File: src/rtl/pipeline_ctrl_pkg.sv
// Shared types and constants for the pipeline stall/flush sequencer.
package pipeline_ctrl_pkg;

  // Sequencer states. Encoding 2'd3 is unused and decodes as CTRL_RUN.
  typedef enum logic [1:0] {
    CTRL_RUN      = 2'd0,
    CTRL_MEM_WAIT = 2'd1,
    CTRL_MDU_WAIT = 2'd2
  } ctrl_state_e;

  localparam int unsigned PERF_W_DEF = 32;

  // Every hold/bubble control driven by the sequencer, bundled so the
  // priority mux can move them around as one value.
  typedef struct packed {
    logic stall_if;
    logic stall_id;
    logic stall_ex;
    logic stall_me;
    logic flush_id;
    logic flush_ex;
    logic flush_me;
    logic flush_wb;
    logic mdu_go;
  } ctrl_out_t;

  localparam ctrl_out_t CTRL_NONE = '0;

  // While reset is held every pipeline register loads a NOP and nothing holds.
  function automatic ctrl_out_t ctrl_reset();
    ctrl_out_t c;
    c          = CTRL_NONE;
    c.flush_id = 1'b1;
    c.flush_ex = 1'b1;
    c.flush_me = 1'b1;
    c.flush_wb = 1'b1;
    return c;
  endfunction

  // Data-bus wait: freeze IF..ME, let a bubble drain into WB.
  function automatic ctrl_out_t ctrl_memwait();
    ctrl_out_t c;
    c          = CTRL_NONE;
    c.stall_if = 1'b1;
    c.stall_id = 1'b1;
    c.stall_ex = 1'b1;
    c.stall_me = 1'b1;
    c.flush_wb = 1'b1;
    return c;
  endfunction

  // MDU occupancy: freeze IF..EX, feed bubbles into ME. go marks the start cycle.
  function automatic ctrl_out_t ctrl_mdu_hold(input logic go);
    ctrl_out_t c;
    c          = CTRL_NONE;
    c.stall_if = 1'b1;
    c.stall_id = 1'b1;
    c.stall_ex = 1'b1;
    c.flush_me = 1'b1;
    c.mdu_go   = go;
    return c;
  endfunction

endpackage

File: src/rtl/pipeline_ctrl_load_use_detect.sv
// Load-use hazard detector: the EX instruction is a load whose destination
// is read by the ID instruction, so forwarding cannot cover it this cycle.
module load_use_detect
  import pipeline_ctrl_pkg::*;
(
  input  logic       id_rs1_ren_i,
  input  logic [4:0] id_rs1_addr_i,
  input  logic       id_rs2_ren_i,
  input  logic [4:0] id_rs2_addr_i,
  input  logic       ex_rd_wena_i,
  input  logic [4:0] ex_rd_waddr_i,
  input  logic       ex_mem_ren_i,
  output logic       load_use_o
);

  logic ex_is_load_wr;
  logic rs1_hit;
  logic rs2_hit;

  // x0 is hardwired to zero, so a load targeting it never creates a hazard.
  always_comb begin
    ex_is_load_wr = ex_rd_wena_i & ex_mem_ren_i & (ex_rd_waddr_i != 5'd0);
    rs1_hit       = id_rs1_ren_i & (id_rs1_addr_i == ex_rd_waddr_i);
    rs2_hit       = id_rs2_ren_i & (id_rs2_addr_i == ex_rd_waddr_i);
    load_use_o    = ex_is_load_wr & (rs1_hit | rs2_hit);
  end

endmodule

File: src/rtl/pipeline_ctrl.sv
// Central stall/flush sequencer for the 5-stage core.
// Handshake: an ME data access is outstanding while me_mem_req=1 and
// me_mem_ack=0; it completes in the cycle me_mem_ack=1. The MDU starts on
// a one-cycle mdu_go pulse and reports completion with a one-cycle mdu_done.
// All controls are combinational from state + inputs; only the state and
// the stall counter are registered.
module pipeline_ctrl
  import pipeline_ctrl_pkg::*;
#(
  parameter int unsigned PERF_W = PERF_W_DEF
) (
  input  logic              clk,
  input  logic              rst,
  input  logic              id_rs1_ren,
  input  logic [4:0]        id_rs1_addr,
  input  logic              id_rs2_ren,
  input  logic [4:0]        id_rs2_addr,
  input  logic              ex_rd_wena,
  input  logic [4:0]        ex_rd_waddr,
  input  logic              ex_mem_ren,
  input  logic              ex_mdu_op,
  input  logic              ex_redirect,
  input  logic              mdu_done,
  output logic              mdu_go,
  input  logic              me_mem_req,
  input  logic              me_mem_ack,
  output logic              stall_if,
  output logic              stall_id,
  output logic              stall_ex,
  output logic              stall_me,
  output logic              flush_id,
  output logic              flush_ex,
  output logic              flush_me,
  output logic              flush_wb,
  output logic [1:0]        ctrl_state,
  output logic [PERF_W-1:0] perf_stall_cnt
);

  ctrl_state_e       state_q, state_d;
  logic [PERF_W-1:0] cnt_q, cnt_d;
  ctrl_out_t         run_ctrl;
  ctrl_state_e       run_next;
  ctrl_out_t         ctrl;
  logic              load_use;
  logic              memwait;

  load_use_detect u_load_use (
    .id_rs1_ren_i  (id_rs1_ren),
    .id_rs1_addr_i (id_rs1_addr),
    .id_rs2_ren_i  (id_rs2_ren),
    .id_rs2_addr_i (id_rs2_addr),
    .ex_rd_wena_i  (ex_rd_wena),
    .ex_rd_waddr_i (ex_rd_waddr),
    .ex_mem_ren_i  (ex_mem_ren),
    .load_use_o    (load_use)
  );

  // Outstanding data access that does not complete this cycle.
  always_comb begin
    memwait = me_mem_req & ~me_mem_ack;
  end

  // Lower part of the RUN priority chain (MDU start, redirect, load-use),
  // shared by RUN and by the cycle a bus wait is acknowledged.
  always_comb begin
    run_ctrl = CTRL_NONE;
    run_next = CTRL_RUN;
    if (ex_mdu_op) begin
      run_ctrl = ctrl_mdu_hold(1'b1);
      run_next = CTRL_MDU_WAIT;
    end else if (ex_redirect) begin
      // The ID instruction is wrong-path, so a load-use stall would be wasted.
      run_ctrl.flush_id = 1'b1;
      run_ctrl.flush_ex = 1'b1;
    end else if (load_use) begin
      run_ctrl.stall_if = 1'b1;
      run_ctrl.stall_id = 1'b1;
      run_ctrl.flush_ex = 1'b1;
    end
  end

  // Next-state and output decode; reset overrides every control.
  always_comb begin
    ctrl    = CTRL_NONE;
    state_d = CTRL_RUN;
    case (state_q)
      CTRL_MEM_WAIT: begin
        if (!me_mem_ack) begin
          ctrl    = ctrl_memwait();
          state_d = CTRL_MEM_WAIT;
        end else begin
          ctrl    = run_ctrl;
          state_d = run_next;
        end
      end
      CTRL_MDU_WAIT: begin
        // ME only holds bubbles here, so a bus wait cannot arise. On mdu_done
        // everything releases and the result moves into EX/ME.
        if (!mdu_done) begin
          ctrl    = ctrl_mdu_hold(1'b0);
          state_d = CTRL_MDU_WAIT;
        end
      end
      default: begin
        if (memwait) begin
          ctrl    = ctrl_memwait();
          state_d = CTRL_MEM_WAIT;
        end else begin
          ctrl    = run_ctrl;
          state_d = run_next;
        end
      end
    endcase
    if (rst) begin
      ctrl = ctrl_reset();
    end
  end

  // Saturating count of cycles in which IF/ID is held.
  always_comb begin
    cnt_d = cnt_q;
    if (ctrl.stall_id && (cnt_q != {PERF_W{1'b1}})) begin
      cnt_d = cnt_q + PERF_W'(1);
    end
  end

  // State and counter registers.
  always_ff @(posedge clk or posedge rst) begin
    if (rst) begin
      state_q <= CTRL_RUN;
      cnt_q   <= '0;
    end else begin
      state_q <= state_d;
      cnt_q   <= cnt_d;
    end
  end

  // Output mapping.
  always_comb begin
    stall_if       = ctrl.stall_if;
    stall_id       = ctrl.stall_id;
    stall_ex       = ctrl.stall_ex;
    stall_me       = ctrl.stall_me;
    flush_id       = ctrl.flush_id;
    flush_ex       = ctrl.flush_ex;
    flush_me       = ctrl.flush_me;
    flush_wb       = ctrl.flush_wb;
    mdu_go         = ctrl.mdu_go;
    ctrl_state     = state_q;
    perf_stall_cnt = cnt_q;
  end

endmodule
File: config.mk
export PLATFORM = sky130hd
export DESIGN_NAME = pipeline_ctrl
export DESIGN_NICKNAME = d
export VERILOG_FILES = /design/src/rtl/pipeline_ctrl_pkg.sv /design/src/rtl/pipeline_ctrl_load_use_detect.sv /design/src/rtl/pipeline_ctrl.sv
export SDC_FILE = /design/constraint.sdc
export NUM_CORES = 1
export LEC_CHECK = 0
export CELL_PAD_IN_SITES_DETAIL_PLACEMENT = 2
export CELL_PAD_IN_SITES_GLOBAL_PLACEMENT = 2
export CORE_MARGIN = 8
export CORE_UTILIZATION = 29
export CTS_CLUSTER_SIZE = 12
export DETAILED_ROUTE_END_ITERATION = 8
export PLACE_DENSITY = 0.92
export SETUP_SLACK_MARGIN = 0.1
export SYNTH_ARGS = -nofsm -noshare
export SYNTH_HDL_FRONTEND = slang
export SYNTH_HIERARCHICAL = 1
export SYNTH_SLANG_ARGS = --single-unit
File: constraint.sdc
create_clock -name clk -period 6.2 [get_ports clk]
set_clock_uncertainty 0.05 [all_clocks]
set_input_delay 0.62 -clock clk [delete_from_list [all_inputs] [get_ports clk]]
set_output_delay 0.62 -clock clk [all_outputs]
set_load 0.1 [all_outputs]
## After elaboration in Yosys (flattened, before gate mapping)

Cells that the tools add are included.

| storage, ports and cells | value |
|---|---|
| register bits | 34 |
| output and inout bits | 43 |

| operators by class | value |
|---|---|
| add/subtract/negate cells | 1 |
| equal/unequal tests | 5 |
| muxes and demuxes | 18 |
| bitwise operators | 8 |
| reduce and logical (&&, ||, !) cells | 2 |

Operators by type and width:

| cell | count |
|---|---|
| $mux W9 | 4 |
| $add A32 B1 Y32 const B | 1 |
| $ne A32 B32 Y1 const B | 1 |
| $pmux W9 S2 | 1 |
| $mux W2 | 8 |
| $eq A5 B5 Y1 | 2 |
| $and A1 B1 Y1 | 6 |
| $reduce_bool A5 Y1 | 1 |
| $pmux W2 S2 | 1 |
| $mux W1 | 3 |
| $mux W3 | 1 |
| $eq A2 B1 Y1 const B | 1 |
| $eq A2 B2 Y1 const B | 1 |
| $logic_and A1 B1 Y1 | 1 |
| $not A1 Y1 | 1 |
| $or A1 B1 Y1 | 1 |

## Logic depth before layout (Yosys ltp)

Gate-level depths: netlist of run 1.

| depth | value |
|---|---|
| depth after elaboration | 11 |
| gate-level depth with buffers | 9 |
| depth with buffers taken out | 8 |

## By module

Netlist of run 1, hierarchy kept.

Modules (own cells, without submodules):

| module | instances | cells each | area an instance (µm²) | sequential area each (µm²) |
|---|---|---|---|---|
| pipeline_ctrl | 1 | 177 | 1854.3 | 850.8 |
| load_use_detect | 1 | 17 | 135.1 | 0.0 |

## Least setup slack after synthesis of run 1

No wires, ideal clock.

| timing path | value |
|---|---|
| path kind | reg2out |
| start point | reg state_q[0] (netlist: ctrl_state[0]) |
| end point | out flush_wb |
| data arrival time | 3670 ps |
| slack | 1860 ps |
| stages on the path, launching flop included | 5 |
| buffers on the path | 0 |
| path through | dfrtp_1 -> inv_1 -> ha_1 -> mux2i_1 -> o21ai_0 |

| on the way | value |
|---|---|
| word-level cells in the longest chain between the ends | 3 |

Ends and longest elaborated chain:

| element | line | text |
|---|---|---|
| start, declared | pipeline_ctrl.sv:39 | `ctrl_state_e state_q, state_d;` |
| start signal, assigned | pipeline_ctrl.sv:133 | `state_q <= state_d;` |
| $eq A2 B2 Y1 or $eq A2 B1 Y1 (tied branches) | pipeline_ctrl.sv:86 | `case (state_q)` |
| $pmux W9 S2 (*) | pipeline_ctrl.sv:86 |  |
| $mux W9 (*) | pipeline_ctrl.sv:114 | `if (rst) begin` |
| end, declared | pipeline_ctrl.sv:34 | `output logic flush_wb,` |

Every way passes the cells marked *; elsewhere a longest branch is shown, timed or not.

## Worst setup path after layout of run 1

| timing path | value |
|---|---|
| start point | in ex_rd_waddr[1] |
| end point | out stall_if |

| on the way | value |
|---|---|
| word-level cells in the longest chain between the ends | 10 |

Ends and longest elaborated chain:

| element | line | text |
|---|---|---|
| start, declared | pipeline_ctrl.sv:19 | `input logic [4:0] ex_rd_waddr,` |
| $eq A5 B5 Y1, on equally long branches | pipeline_ctrl_load_use_detect.sv:23, pipeline_ctrl_load_use_detect.sv:24 |  |
| $and A1 B1 Y1, on equally long branches | pipeline_ctrl_load_use_detect.sv:23, pipeline_ctrl_load_use_detect.sv:24 |  |
| $or A1 B1 Y1 | pipeline_ctrl_load_use_detect.sv:25 | `load_use_o = ex_is_load_wr & (rs1_hit \| rs2_hit);` |
| $and A1 B1 Y1 (*) | pipeline_ctrl_load_use_detect.sv:25 |  |
| net load_use | pipeline_ctrl.sv:44 | `logic load_use;` |
| $mux W2 (*) | pipeline_ctrl.sv:75 | `end else if (load_use) begin` |
| $mux W2 (*) | pipeline_ctrl.sv:71 | `end else if (ex_redirect) begin` |
| $mux W2 (*) | pipeline_ctrl.sv:68 | `if (ex_mdu_op) begin` |
| $mux W9, on equally long branches | pipeline_ctrl.sv:105, pipeline_ctrl.sv:88 |  |
| $pmux W9 S2 (*) | pipeline_ctrl.sv:86 |  |
| $mux W9 (*) | pipeline_ctrl.sv:114 |  |
| end, declared | pipeline_ctrl.sv:27 | `output logic stall_if,` |

The timed path passes the listed nets; every way through them passes the cells marked *.

==> flow_summary.yaml, run 1 <==
die:
  floorplan.die.height_microns: 98.8
  floorplan.die_area_sq_um: 9770
  core_area_sq_um: 6720
  die_w_microns: 98.8
  initial_utilization: 0.296
  io_pins: 69
  rows: 30
power_and_ir_drop:
  internal_power_w: 0.000450
  ir_drop_v: 0.000364
  clkPwrFrac: 0.191
  power_switching_w: 0.000441
  comb_power_share: 0.503
  power.density_cell_area_nw_per_um2: 315
  power.share.switching: 0.495
  total_power_consumption_of_the_routed_design_w: 0.000891
  pwr-share-seq: 0.307
  leakagePower_nw: 1.17
clock_tree:
  tritoncts_buffers: 5
  clock_tree.buffer_depth: 2
  clkTransAtPathRegs_ns: 0.07
  clock_tree.root_cell: "sky130_fd_sc_hd__clkbuf_8"
  cts.sinks: 34
  clk_latency_ns: 0.29
  h-tree-depth: 2
  number_of_post_cts_setup_repair_buffers: 0
  postCtsHoldBufs: 0
  tritoncts_clock_tree: "built"
  cts_repair_resize_count: 0
detailed_routing:
  final_antenna_net_count: 0
  drt_first_pass_iters: 4
  avgRoutedWirePerCell_microns: 19.6
  vias_per_cell: 5.07
  drc: 0
  violation_count_after_the_first_detailed_route_iteration: 53
  detailroute.via_count: 1753
  routed_wl_microns: 6770
status:
  run_status: "complete, no violations"
global_routing:
  grt_overflow: 0
  grt_max_degree: 37
  grt_first_pass_wirelength_microns: 10900
  first_global_vias: 2050
  global_router_s_overall_resource_usage: 0.140
  antenna_found_initial: 0
critical_path:
  worst_path_largest_cell_delay_ns: 1.23
  critPathKind: "input pin to output port"
  slowest_stage: "sky130_fd_sc_hd__clkdlybuf4s50_1"
  critPathLaunch: "ex_rd_waddr[1]"
  cpMostUsedCell: "sky130_fd_sc_hd__clkdlybuf4s50_1"
  series_of_cell_instances_along_the_critical_path: "clkdlybuf4s50_1, xor2_1, nor4_1, nand3_1, a21oi_1, o311ai_0, o31ai_4, buf_4, clkdlybuf4s50_1"
  critical_path_arrival_ns: 3.90
  crit-reg2reg-launch: "perf_stall_cnt[0]$_DFFE_PP0P_"
  critPathRequiredTime_ns: 5.53
  worst_setup_path_start_kind: "input pin"
  timing.critical_path.fanout_max: 33
  timing.critical_path.to_type: "output port"
synth:
  most_frequent_cell_after_synthesis: "sky130_fd_sc_hd__dfrtp_1"
  synthesis.area_per_instance_sq_um: 10.3
  async_flop_share: 1.00
  post_synth_instance_area_sq_um: 1990
  synth.yosys.seq_area_share: 0.428
  netlist.area_leader.share: 0.428
  yosysWarningCount: 6
  synth.lib_cells_used.distinct: 38
  post-synth-top-area-cell: "sky130_fd_sc_hd__dfrtp_1"
  synth_common_cells: "sky130_fd_sc_hd__dfrtp_1 (34), sky130_fd_sc_hd__xnor2_1 (29), sky130_fd_sc_hd__nand4_1 (19)"
  mappedNetlistNets: 223
  postSynthCellCount: 194
  yosys-top-cells-area: "sky130_fd_sc_hd__dfrtp_1 (43%), sky130_fd_sc_hd__xnor2_1 (13%), sky130_fd_sc_hd__nand4_1 (6.0%), sky130_fd_sc_hd__xor2_1 (4.8%), sky130_fd_sc_hd__nand3_1 (3.0%)"
  synth_edf_count: 0
  ys.flop_type: "sky130_fd_sc_hd__dfrtp_1"
  synth.ff_latch_count: 34
worst_hold_path:
  min_path_type: "flop to flop"
  hold_start: "perf_stall_cnt[6]$_DFFE_PP0P_"
cells_and_area:
  layout.cell_area.non_filler_sq_um: 2830
  filler_cell_count: 700
  final_nets: 294
  diodes_inserted: 0
  syn_to_final_growth_pct: 42.4
  drive_above_1_share: 0.0865
timing:
  period_minus_slack_ns: 4.57
  final-max-slew-violation-count: 0
  final.setup.tns_ns: 0
  setup_violations: 0
  max_clock_freq_mhz: 219
  worst-slew-pin-transition_ns: 1.03
  fin_crit_sh: 0.736
  timing.final.hold_violations: 0
  grt_setup_unrepaired: "no"
  post_route_setup_slack_ns: 1.63
  worst_slew_margin: 0.313
  hold_slack_ns: 0.456
placed_design:
  place_ws_ns: 1.60
  placed_cell_area_sq_um: 2740
  place_congestion: 0.770
  detailedPlacementHpwl_microns: 5250
  buffer_ports.inserted: 68
job:
  max_cap_violations: 0
power by group through the flow:
stage / clock, W / combinational, W / sequential, W
3_5_place_dp: 0 / 0.000453 / 0.000279
4_1_cts: 0.000176 / 0.000455 / 0.000275
2_1_floorplan: 0 / 0.000174 / 0.000432
6_report: 0.000170 / 0.000448 / 0.000273
3_3_place_gp: 0 / 0.000442 / 0.000274
5_1_grt: 0.000185 / 0.000468 / 0.000278
metrics by stage:
| stage | util | cells |
|---|---|---|
| finish | 0.422 | 346 |
| global placement | 0.408 | 338 |
| global route | 0.422 | 346 |
| detailed placement | 0.408 | 338 |
| CTS | 0.422 | 346 |
| floorplan | - | 194 |
path summary, 6_finish.rpt:
check                      cells past startpoint  slack [ns]                             end
max                                            9        1.63                        stall_if
min                                            1        0.46   perf_stall_cnt[6]$_DFFE_PP0P_
max reg2reg                                    6        3.69   perf_stall_cnt[1]$_DFFE_PP0P_
min reg2reg                                    1        0.46   perf_stall_cnt[6]$_DFFE_PP0P_
max in group asynchronous                      3        4.77  perf_stall_cnt[23]$_DFFE_PP0P_
min in group asynchronous                      3        1.00  perf_stall_cnt[31]$_DFFE_PP0P_
sequential cells by signal, summed over array words and instances, names as in the netlist:
signal	count
ctrl_state	2
perf_stall_cnt	32
layout by cell type (no fill, tap or decap), types with 2 or more instances in the layout:
cell,n
sky130_fd_sc_hd__xor2_1,11
sky130_fd_sc_hd__a211oi_1,2
sky130_fd_sc_hd__nor3_1,3
sky130_fd_sc_hd__buf_4,2
sky130_fd_sc_hd__nand2_1,9
sky130_fd_sc_hd__nor4_1,2
sky130_fd_sc_hd__and4_1,3
sky130_fd_sc_hd__a21oi_1,2
sky130_fd_sc_hd__nor2_1,6
sky130_fd_sc_hd__clkdlybuf4s50_1,68
sky130_fd_sc_hd__clkbuf_8,6
sky130_fd_sc_hd__nor2b_1,2
sky130_fd_sc_hd__and4_2,3
sky130_fd_sc_hd__nand4_1,19
sky130_fd_sc_hd__xnor2_1,29
sky130_fd_sc_hd__ha_1,3
sky130_fd_sc_hd__o21ai_0,4
sky130_fd_sc_hd__nand4b_1,2
sky130_fd_sc_hd__nor4b_1,3
sky130_fd_sc_hd__nand3_1,12
sky130_fd_sc_hd__dfrtp_1,34
sky130_fd_sc_hd__inv_1,7
sky130_fd_sc_hd__and3_2,6
sky130_fd_sc_hd__and2_1,3
sky130_fd_sc_hd__and3_1,9
sky130_fd_sc_hd__mux2_2,2
sky130_fd_sc_hd__nand2b_1,2
metal layers:
metal | global-route usage | vias to the layer above | part of all wire
met3 | 0.0416 | 8 | 0.046
met2 | 0.259 | 31 | 0.55
met4 | 0.0342 | 0 | 0.015
met5 | 0 | - | 0
li1 | - | 844 | -
met1 | 0.151 | 870 | 0.39
worst max-delay path, delay by kind of cell:
| kind | cells | cell delay [ns] |
|---|---|---|
| AOI/OAI and AO/OA | 3 | 0.57 |
| buffers and inverters | 3 | 2.05 |
| and+or+nand+nor | 2 | 0.43 |
| xor gates and xnor gates | 1 | 0.19 |
cell type report:
| cell class | instances | area [sq um] | share of cell area |
|---|---|---|---|
| Timing Repair Buffer | 70 | 696 | 0.246 |
| Clock inverter | 1 | 5.00 | 0.00177 |
| Sequential cell | 34 | 851 | 0.300 |
| Tap cell | 80 | 100 | 0.0353 |
| Inverter | 7 | 26.3 | 0.00928 |
| Multi-Input combinational cell | 147 | 1070 | 0.377 |
| Clock buffer | 7 | 86.3 | 0.0305 |
logic make-up after synthesis:
kind of cell | share of synthesized area
mux | 0.0164
compound gates | 0.0440
flops | 0.428
fa+ha+maj | 0.0189
simple gates | 0.277
buf+inv | 0.0396
xor+xnor | 0.176
(Power assumes the default switching activity.)
==> run 2, diff against run 1 <==
- CORE_UTILIZATION: 29 -> 27
- PLACE_DENSITY: 0.92 -> 0.87
- clock period: 6.2 -> 4.3 ns (I/O delays scaled with it)
==> flow_summary.yaml, run 2 (synthesis results as in run 1) <==
cells_and_area:
  final_nets: 294
  syn_to_final_growth_pct: 43.5
  largest_register_ff_count: 32
  layout.cells.most_common: "sky130_fd_sc_hd__clkdlybuf4s50_1"
  leading_cell_types_in_the_layout_fill_and_taps_excluded: "sky130_fd_sc_hd__clkdlybuf4s50_1 (61), sky130_fd_sc_hd__dfrtp_1 (34), sky130_fd_sc_hd__xnor2_1 (29)"
  drive_above_1_share: 0.109
  diodes_inserted: 0
  layout.cell_area.non_filler_sq_um: 2850
critical_path:
  r2r_end: "perf_stall_cnt[25]$_DFFE_PP0P_"
  path_delay_family: "buffers and inverters"
  reg2regPathDepth: 8
  timing.critical_path.to_type: "output port"
  worstPathBufferInverterCount: 2
  rrSetupSlack_ns: 1.63
  worst_path_largest_cell_delay_ns: 0.46
  worst_setup_path_start_kind: "input pin"
  series_of_cell_instances_along_the_critical_path: "clkdlybuf4s50_1, xor2_1, nor4_1, nand3_1, a21oi_1, o311ai_0, o31ai_4, buf_4"
  crit_cells: 8
  crit-reg2reg-launch: "ctrl_state[0]$_DFF_PP0_"
  slowest_stage: "sky130_fd_sc_hd__clkdlybuf4s50_1"
  critPathRequiredTime_ns: 3.82
  critPathKind: "input pin to output port"
  critical_path_arrival_ns: 2.66
  timing.critical_path.fanout_max: 18
worst_hold_path:
  min_path_type: "flop to flop"
  hold-path-cell-count: 1
  holdPathEnd: "perf_stall_cnt[6]$_DFFE_PP0P_"
  hold_start: "perf_stall_cnt[6]$_DFFE_PP0P_"
status:
  run_status: "complete, no violations"
detailed_routing:
  detailroute.via_count: 1785
  drt_first_pass_iters: 4
  vias_per_cell: 4.89
  avgRoutedWirePerCell_microns: 18.2
  final_antenna_net_count: 0
  violation_count_after_the_first_detailed_route_iteration: 33
  routed_wl_microns: 6640
  drc: 0
timing:
  final-max-slew-violation-count: 0
  final.setup.tns_ns: 0
  setup_violations: 0
  period_minus_slack_ns: 3.14
  worst_slew_margin: 0.320
  fin_crit_sh: 0.729
  worst-slew-pin-transition_ns: 1.02
  grt_setup_unrepaired: "no"
  max_clock_freq_mhz: 319
  timing.final.hold_violations: 0
die:
  floorplan.die_area_sq_um: 10400
  floorplan.die.height_microns: 102
  initial_utilization: 0.276
  die_w_microns: 102
  io_pins: 69
  rows: 31
  core_area_sq_um: 7210
job:
  max_cap_violations: 0
clock_tree:
  cts_repair_resize_count: 0
  h-tree-depth: 2
  tritoncts_buffers: 5
  clk_latency_ns: 0.29
  clock_tree.buffer_depth: 2
  cts.sinks: 34
  clock_tree.root_cell: "sky130_fd_sc_hd__clkbuf_8"
  postCtsHoldBufs: 0
  tritoncts_clock_tree: "built"
  number_of_post_cts_setup_repair_buffers: 0
  clkTransAtPathRegs_ns: 0.07
power_and_ir_drop:
  leakagePower_nw: 1.18
  ir_drop_v: 0.000515
  power.density_cell_area_nw_per_um2: 466
placed_design:
  place_congestion: 0.832
  buffer_ports.inserted: 68
  detailedPlacementHpwl_microns: 5220
  placed_cell_area_sq_um: 2750
global_routing:
  first_global_vias: 2032
  grt_overflow: 0
  grt_first_pass_wirelength_microns: 10900
  grt_max_degree: 22
  global_router_s_overall_resource_usage: 0.135
  antenna_found_initial: 0
## run 2: how the worst max path moves through the flow
stage	end	slack (ns)	start
after floorplan	flush_wb	0.15	ctrl_state[0]$_DFF_PP0_
after global placement	stall_ex	1.18	me_mem_ack
after detailed placement	perf_stall_cnt[27]$_DFFE_PP0P_	1.06	ex_rd_waddr[4]
after CTS	stall_ex	1.13	ctrl_state[0]$_DFF_PP0_
after global routing	stall_ex	0.98	ctrl_state[0]$_DFF_PP0_
final	stall_id	1.16	ex_rd_waddr[1]
## run 2: layout make-up
| type | count | area [sq um] |
|---|---|---|
| Clock inverter | 1 | 30.0 |
| Clock buffer | 7 | 76.3 |
| Timing Repair Buffer | 70 | 678 |
| Sequential cell | 34 | 851 |
| Multi-Input combinational cell | 147 | 1070 |
| Inverter | 7 | 26.3 |
| Fill cell | 796 | 4360 |
| Tap cell | 99 | 124 |
## run 2: metal layers
layer	track usage	up-vias	routed length [microns]
li1	-	844	-
met2	0.245	29	3600
met3	0.0361	6	318
met4	0.0339	0	57
met5	0	-	0
met1	0.152	906	2670
## run 2: where the power goes
part | internal [W] | total, W | switching [W] | leakage, nW
Clock | 0.000174 | 0.000299 | 0.000126 | 0.0524
Combinational | 0.000162 | 0.000639 | 0.000477 | 0.666
Sequential | 0.000352 | 0.000392 | 0.0000394 | 0.458
## run 2: stage by stage
step	utilization	cells	hold WS [ns]	power [W]	setup slack, ns
finish	0.396	365	0.452	0.00133	1.16
global route	0.396	365	0.479	0.00139	0.981
CTS	0.396	365	0.462	0.00135	1.13
detailed placement	0.381	357	0.447	0.00105	1.06
global placement	0.381	357	0.435	0.00103	1.18
floorplan	-	194	0.446	0.000874	0.150
